--- src/rtl/hex_scan_display.sv ---
// rtl/hex_scan_display.sv - time-multiplexed seven-segment driver for NUM_DIGITS hex digits
//
// Purpose:
//   Captures a packed hex value into a shadow register, scans the digit anodes
//   at a programmable refresh rate and drives the shared segment bus with the
//   0-F glyph of the selected digit. Supports per-digit decimal points,
//   leading-zero blanking and selectable pin polarity.
//
// Ports:
//   clk        system clock, rising edge
//   reset      asynchronous active-high reset
//   value      packed hex digits, digit i = value[4i+3:4i], digit 0 least significant
//   load       capture value/dp into the shadow registers
//   dp         per-digit decimal point request
//   blank_lz   enable leading-zero suppression
//   enable     0 = display dark and scan frozen
//   seg        segments {a,b,c,d,e,f,g} = seg[6:0]
//   dp_out     decimal point segment
//   anode      one-hot digit select, bit i selects digit i
//   digit_idx  index of the currently selected digit

module hex_scan_display #(
  parameter int NUM_DIGITS  = 4,
  parameter int REFRESH_DIV = 50000,
  parameter int ACTIVE_LOW  = 1
) (
  input  logic                                                 clk,
  input  logic                                                 reset,
  input  logic [4*NUM_DIGITS-1:0]                              value,
  input  logic                                                 load,
  input  logic [NUM_DIGITS-1:0]                                dp,
  input  logic                                                 blank_lz,
  input  logic                                                 enable,
  output logic [6:0]                                           seg,
  output logic                                                 dp_out,
  output logic [NUM_DIGITS-1:0]                                anode,
  output logic [((NUM_DIGITS > 1) ? $clog2(NUM_DIGITS) : 1)-1:0] digit_idx
);

  localparam int IDX_W = (NUM_DIGITS > 1) ? $clog2(NUM_DIGITS) : 1;
  localparam int PRE_W = $clog2(REFRESH_DIV);

  localparam logic [PRE_W-1:0] PRE_LAST = PRE_W'(REFRESH_DIV - 1);
  localparam logic [IDX_W-1:0] IDX_LAST = IDX_W'(NUM_DIGITS - 1);

  // XOR mask applied to every pin: all ones flips the active-high form to active-low.
  localparam logic POL = (ACTIVE_LOW != 0);
  localparam logic [6:0]            SEG_OFF = {7{POL}};
  localparam logic [NUM_DIGITS-1:0] AN_OFF  = {NUM_DIGITS{POL}};

  // Active-high glyph table, {a,b,c,d,e,f,g}.
  function automatic logic [6:0] hex_glyph(input logic [3:0] nib);
    logic [6:0] g;
    case (nib)
      4'h0:    g = 7'b1111110;
      4'h1:    g = 7'b0110000;
      4'h2:    g = 7'b1101101;
      4'h3:    g = 7'b1111001;
      4'h4:    g = 7'b0110011;
      4'h5:    g = 7'b1011011;
      4'h6:    g = 7'b1011111;
      4'h7:    g = 7'b1110000;
      4'h8:    g = 7'b1111111;
      4'h9:    g = 7'b1111011;
      4'hA:    g = 7'b1110111;
      4'hB:    g = 7'b0011111;
      4'hC:    g = 7'b1001110;
      4'hD:    g = 7'b0111101;
      4'hE:    g = 7'b1001111;
      default: g = 7'b1000111;
    endcase
    return g;
  endfunction

  logic [4*NUM_DIGITS-1:0] shadow;
  logic [NUM_DIGITS-1:0]   dp_shadow;
  logic [PRE_W-1:0]        presc;
  logic [IDX_W-1:0]        idx;

  logic                    terminal;
  logic [IDX_W-1:0]        next_idx;
  logic [NUM_DIGITS-1:0]   blank_mask;
  logic [NUM_DIGITS-1:0]   sel_onehot;
  logic                    zero_run;
  logic [3:0]              cur_nib;
  logic                    cur_blank;
  logic                    cur_dp;
  logic [6:0]              cur_glyph;

  assign terminal = (presc == PRE_LAST);
  assign next_idx = (idx == IDX_LAST) ? '0 : idx + 1'b1;

  // Walk from the most significant digit down; a digit is blankable while every
  // nibble from it upward is zero. Digit 0 always stays lit.
  always_comb begin
    zero_run   = 1'b1;
    blank_mask = '0;
    for (int i = NUM_DIGITS - 1; i >= 0; i--) begin
      zero_run      = zero_run && (shadow[4*i +: 4] == 4'h0);
      blank_mask[i] = blank_lz && (i != 0) && zero_run;
    end
  end

  always_comb begin
    sel_onehot = '0;
    for (int i = 0; i < NUM_DIGITS; i++) begin
      sel_onehot[i] = (idx == IDX_W'(i));
    end
  end

  assign cur_nib   = shadow[{idx, 2'b00} +: 4];
  assign cur_blank = blank_mask[idx];
  assign cur_dp    = dp_shadow[idx];
  assign cur_glyph = cur_blank ? 7'b0000000 : hex_glyph(cur_nib);

  // Shadow capture and scan timing. Load is independent of enable so the
  // value can be updated while the display is dark.
  always_ff @(posedge clk or posedge reset) begin
    if (reset) begin
      shadow    <= '0;
      dp_shadow <= '0;
      presc     <= '0;
      idx       <= '0;
    end else begin
      if (load) begin
        shadow    <= value;
        dp_shadow <= dp;
      end
      if (enable) begin
        if (terminal) begin
          presc <= '0;
          idx   <= next_idx;
        end else begin
          presc <= presc + 1'b1;
        end
      end
    end
  end

  // Registered pins: one cycle behind the idx/shadow state they are built from.
  always_ff @(posedge clk or posedge reset) begin
    if (reset) begin
      seg       <= SEG_OFF;
      dp_out    <= POL;
      anode     <= AN_OFF;
      digit_idx <= '0;
    end else begin
      digit_idx <= idx;
      if (enable) begin
        seg    <= cur_glyph ^ SEG_OFF;
        dp_out <= cur_dp ^ POL;
        anode  <= sel_onehot ^ AN_OFF;
      end else begin
        seg    <= SEG_OFF;
        dp_out <= POL;
        anode  <= AN_OFF;
      end
    end
  end

endmodule

--- config.mk ---
export PLATFORM = sky130hd
export DESIGN_NAME = hex_scan_display
export DESIGN_NICKNAME = d
export VERILOG_FILES = /design/src/rtl/hex_scan_display.sv
export SDC_FILE = /design/constraint.sdc
export NUM_CORES = 1
export LEC_CHECK = 0
export CAP_MARGIN = 20
export CORE_ASPECT_RATIO = 1.5
export CORE_MARGIN = 5
export CORE_UTILIZATION = 58
export CTS_CLUSTER_DIAMETER = 100
export DETAILED_ROUTE_END_ITERATION = 10
export GPL_ROUTABILITY_DRIVEN = 1
export GPL_TIMING_DRIVEN = 0
export PLACE_DENSITY = 0.95
export SLEW_MARGIN = 5
export SYNTH_ARGS = -nofsm -noshare
export SYNTH_HDL_FRONTEND = slang
export SYNTH_SLANG_ARGS = --single-unit
--- constraint.sdc ---
create_clock -name clk -period 3.3 [get_ports clk]
set_input_delay 0.66 -clock clk [delete_from_list [all_inputs] [get_ports clk]]
set_output_delay 0.66 -clock clk [all_outputs]
set_load 0.02 [all_outputs]
==> impl_metrics.yaml, run 1 <==
status:
  status: "completed"
place:
  dp_cells: 304
  gp_congestion: 0.8365
  place_ws_ps: 857.7
  hpwlAfterDp_um: 3739
  io_buffers: 38
layout:
  seqCellArea_mm2: 0.001316
  stdcell_count: 312
  drive_gt1_share_pct: 18.05
  multiInputGateArea_mm2: 0.001172
  utilization_pct: 73.12
  syn_to_final_growth_pct: 21.34
  finalNetCount: 301
  antenna_cells: 0
  fillers: 284
critical_path:
  critical_path.endpoint_type: "flop"
  required_ps: 3550
  arrival_ps: 2580
  criticalPathCategory: "flop to flop"
  cp_max_fo: 6
  start_kind: "flop"
logic_synthesis:
  synth_warnings: 0
  netlist_top_cells_count: "dfrtp_1 (40), nand2_1 (20), mux2_2 (19)"
  synth_top_area_share_pct: 38.80
  synth_area_leader_cell: "dfrtp_1"
  syn_area_per_cell_um2: 11.78
  syn-cell-area_mm2: 0.002580
  async_flop_share_pct: 100.0
  yosys-top-cells-area: "dfrtp_1 (39%), dfstp_2 (12%), mux2_2 (8.3%), ha_1 (5.3%), xnor2_1 (4.1%)"
  ys.flop_type: "dfrtp_1"
  synth_edf_count: 0
  synthesis.nets: 255
  synth_most_common_cell: "dfrtp_1"
  synth-seq-area-share_pct: 51.02
  ys_ff_latch: 52
  synth.distinct_cells: 39
  synthCells: 219
global_route:
  grt_pass1_wl_um: 8583
  antenna_found_initial: 0
  grt_max_degree: 31
  overflow: 0
  grt_pass1_vias: 1939
  track_usage_pct: 18.77
sta:
  setup_viol: 0
  tns_ps: 0
  final.setup_skew_ps: 8.540
  final.setup.worst_slack_ps: 969.7
  tightest_slew_ps: 603.2
  grt_setup_unrepaired: "no"
  hold_viol: 0
  slew_headroom_pct: 59.60
  fin_crit_sh_pct: 70.61
  fmax_ghz: 0.4291
  slew_viol_final: 0
  finalCriticalPeriod_ps: 2330
clocking:
  clock_path_buffers: 2
  cts_setup_buffers: 0
  cts_tree: "built"
  root_buffer: "clkbuf_8"
  postCtsHoldBufs: 0
  clock-sinks: 52
  numCtsBuffers: 5
  h-tree-depth: 2
  clk_latency_ps: 310
  post_cts_resize_count: 0
  clk_transition_reported_paths_ps: 80
power:
  vdd_drop_max_v: 0.0003851
  p_per_area_mw_per_mm2: 471.5
  leakagePower_nw: 1.308
die:
  initial_core_util_pct: 60.26
  die_w_um: 64.46
  rows: 29
  fp.dieH_um: 91.69
  core_area_mm2: 0.004282
  io_pins: 39
  dieArea_mm2: 0.005910
routing:
  dr.pass1.iters: 4
  wirelength_um: 4975
  drtIter0Drc: 55
  ant_nets: 0
  drcViolationCount: 0
  via_per_inst: 5.875
  vias: 1833
  routedWlPerCell_um: 15.95
job:
  maxCapViolations: 0
min_path:
  hold_path_class: "flop to flop"
==> area by class of cell <==
| cell class | instances | area share [%] |
|---|---|---|
| clock buffers | 6 | 2.638 |
| plain buffers | 8 | 1.479 |
| inverters | 12 | 1.439 |
| multi-input cells | 147 | 37.45 |
| repair buffers | 39 | 12.79 |
| flip-flops and latches | 52 | 42.05 |
| clock inverters | 2 | 0.3197 |
| well taps | 46 | 1.839 |
==> cells by family (layout without fill, tap and decap cells) <==
kind of cell | count (synthesis) | in the layout | synth area share, %
compound gates | 25 | 25 | 6.353
xor+xnor | 17 | 17 | 5.771
fa+ha+maj | 11 | 11 | 5.335
buf+inv | 20 | 67 | 3.540
flops | 52 | 52 | 51.02
mux | 28 | 28 | 15.13
simple gates | 66 | 66 | 12.85
==> placed cells by master (no fill, tap or decap), types with 4 or more instances in the layout <==
| master | synthesis | routed |
|---|---|---|
| nand2_1 | 20 | 20 |
| inv_1 | 11 | 10 |
| ha_1 | 11 | 11 |
| dfstp_2 | 12 | 12 |
| dfrtp_1 | 40 | 40 |
| nor3_1 | 4 | 4 |
| xnor2_1 | 12 | 12 |
| mux2_2 | 19 | 19 |
| nand3_1 | 10 | 10 |
| clkdlybuf4s50_1 | 0 | 38 |
| xor2_1 | 5 | 5 |
| nor2_1 | 12 | 12 |
| nor3b_1 | 4 | 4 |
| o21ai_0 | 7 | 7 |
| clkbuf_8 | 0 | 6 |
==> registers in the layout, indices dropped and copies added (netlist names) <==
signal,cells
presc,16
shadow,16
seg,7
anode,4
dp_shadow,4
digit_idx,2
idx,2
dp_out,1
==> per-stage QoR <==
stage | power, mW | instance area, um2 | hold slack (ps)
floorplan | 1.001 | 2580 | 424.3
CTS | 1.485 | 3131 | 473.6
global placement | 1.091 | 3018 | 439.7
global route | 1.557 | 3131 | 489.3
finish | 1.476 | 3131 | 476.9
detailed placement | 1.116 | 3038 | 450.8
==> per-layer routing <==
| layer | global-route usage, % | up-vias | part of all wire [%] | routed length, um |
|---|---|---|---|---|
| met5 | 0 | - | 0 | 0 |
| met4 | 10.76 | 0 | 3.9 | 194 |
| met3 | 3.912 | 18 | 4.5 | 226 |
| met2 | 33.88 | 59 | 53 | 2648 |
| met1 | 19.80 | 888 | 38 | 1906 |
| li1 | - | 868 | - | - |
==> power breakdown <==
group / switching (mW) / internal [mW]
Sequential: 0.0771 / 0.724
Clock: 0.203 / 0.168
Combinational: 0.140 / 0.165
==> final timing paths <==
check                           slack (ps)  cells past startpoint                     end                from
worst max-delay path                   970                      7        seg[3]$_DFF_PP1_  idx[0]$_DFFE_PP0P_
worst min-delay path                   480                      0  digit_idx[0]$_DFF_PP0_  idx[0]$_DFFE_PP0P_
worst max register to register         970                      7        seg[3]$_DFF_PP1_  idx[0]$_DFFE_PP0P_
worst min register to register         480                      0  digit_idx[0]$_DFF_PP0_  idx[0]$_DFFE_PP0P_
max in group asynchronous             2040                      3        seg[1]$_DFF_PP1_               reset
min in group asynchronous              670                      2    presc[8]$_DFFE_PP0P_               reset
==> worst max-delay path, stage by stage (launching register included) <==
cell     delay [ps]
dfrtp_1         420
buf_6           150
mux4_1          680
inv_1           170
ha_1            260
inv_1            70
mux4_2          440
nand2_1          80
Power figures use the tool's default switching activity.
==> inputs of run 2 (changes only) <==
- CORE_UTILIZATION: 58 -> 48
- PLACE_DENSITY: 0.95 -> 0.85
- clock period: 3.3 -> 2.05 ns (I/O delays scaled with it)
==> run 2 against run 1 <==
Setup slack worse by 930 ps. Sequential share of layout area shrank 1.6 points. Die area increased by 18%. Largest cell class unchanged. Clock power grew 99%. Final area increased by 4.0%. Power up 72%. Utilization shrank 11 points. Combinational power rose by 69%.
==> impl_metrics.yaml, run 2 (synthesis results as in run 1) <==
critical_path:
  required_ps: 2260
  r2r-start: "idx[0]$_DFFE_PP0P_"
  cp_max_fo: 5
  start_kind: "flop"
  critical_path.endpoint_type: "flop"
  criticalPathCategory: "flop to flop"
  crit_path_start: "idx[0]$_DFFE_PP0P_"
  arrival_ps: 2220
die:
  fp.dieH_um: 99.79
  dieArea_mm2: 0.006971
  die_w_um: 69.86
  io_pins: 39
  rows: 32
  initial_core_util_pct: 49.57
  core_area_mm2: 0.005205
clocking:
  clock-sinks: 52
  cts_tree: "built"
  root_buffer: "clkbuf_8"
  numCtsBuffers: 5
  h-tree-depth: 2
  postCtsHoldBufs: 0
  clock_path_buffers: 2
  clk_latency_ps: 310
  clk_transition_reported_paths_ps: 90
layout:
  seqCellArea_mm2: 0.001318
  final_cell_mix: "dfrtp_1 (39), clkdlybuf4s50_1 (38), nand2_1 (20), mux2_2 (19)"
  syn_to_final_growth_pct: 26.24
  utilization_pct: 62.57
  finalNetCount: 306
  fillers: 399
  final_common_cell: "dfrtp_1"
  stdcell_count: 339
  reg_top3: "presc (16), shadow (16), seg (7)"
  antenna_cells: 0
  drive_gt1_share_pct: 22.88
  multiInputGateArea_mm2: 0.001196
global_route:
  grt_pass1_vias: 1863
  grt_pass1_wl_um: 8273
  track_usage_pct: 14.67
  grt_max_degree: 30
  antenna_found_initial: 0
  overflow: 0
power:
  switching_share_pct: 27.53
  leakagePower_nw: 1.331
  power.internal_mw: 1.844
  power.switching_mw: 0.7002
  vdd_drop_max_v: 0.0005808
  power.share.clock_pct: 29.0
  combinationalPowerShare_pct: 20.2
  p_seq_share_pct: 50.8
  p_per_area_mw_per_mm2: 781.0
  total_power_mw: 2.544
routing:
  wirelength_um: 5127
  drtIter0Drc: 67
  vias: 1871
  dr.pass1.iters: 4
  via_per_inst: 5.519
  routedWlPerCell_um: 15.12
  drcViolationCount: 0
  ant_nets: 0
place:
  dp_cells: 326
  gp_congestion: 0.8312
  hpwlAfterDp_um: 3755
  io_buffers: 38
min_path:
  hold_path_class: "input port to async pin"
sta:
  tns_ps: 0
  final.setup_skew_ps: 9.273
  fin_crit_sh_pct: 97.92
  slew_viol_final: 0
  hold_viol: 0
  setup_viol: 0
  fmax_ghz: 0.4981
  slew_headroom_pct: 65.57
  tightest_slew_ps: 515.3
  finalCriticalPeriod_ps: 2007
status:
  status: "completed"
job:
  maxCapViolations: 0
[run 2: repair_timing]
action	in CTS	in global routing
gates resized for setup	5	6
setup buffers	3	2
setup endpoints to repair	2	6
[run 2: critical path, stage by stage (launching register included)]
cell and delay [ps]:
dfrtp_1 370, buf_6 130, mux4_2 560, buf_4 190, ha_1 200, inv_2 80
nor2_1 60, a21oi_1 160, o221ai_1 160
[run 2: power groups by stage]
stage          registers (mW)  clock network [mW]  logic (mW)
2_1_floorplan            1.30                   0       0.310
3_3_place_gp             1.30                   0       0.460
3_5_place_dp             1.31                   0       0.487
4_1_cts                  1.29               0.754       0.497
5_1_grt                  1.31               0.796       0.566
6_report                 1.29               0.738       0.514
[run 2: final cells by class]
class	instances	area share, %
multi-input cells	147	36.73
inverters	12	1.537
flip-flops and latches	52	40.45
repair buffers	44	13.45
plain buffers	8	1.498
well taps	68	2.612
clock buffers	6	2.536
clock inverters	2	1.191
[run 2: routing by layer]
metal	wire length, um	GRT usage, %	part of all wire [%]	vias to the layer above
met5	0	0	0	-
met4	139	8.407	2.7	0
met3	224	2.705	4.4	10
met2	2695	26.07	53	56
met1	2068	16.31	40	928
li1	-	-	-	877
[run 2: per-stage QoR]
step	hold WS, ps	worst slack, ps	area [um2]
6_report	427.2	42.56	3257
2_1_floorplan	424.3	31.36	2572
4_1_cts	447.0	30.21	3208
3_5_place_dp	446.9	-203.6	3058
3_3_place_gp	441.7	-482.2	3038
5_1_grt	478.7	-97.69	3257
[run 2: worst paths after layout]
| path | to | slack (ps) | cells past startpoint |
|---|---|---|---|
| max reg2reg | seg[0]$_DFF_PP1_ | 40 | 8 |
| min in group clk | digit_idx[1]$_DFF_PP0_ | 500 | 0 |
| max | seg[0]$_DFF_PP1_ | 40 | 8 |
| min | presc[11]$_DFFE_PP0P_ | 430 | 2 |
| min reg2reg | digit_idx[1]$_DFF_PP0_ | 500 | 0 |
| max in group asynchronous | dp_shadow[1]$_DFFE_PP0P_ | 1100 | 3 |
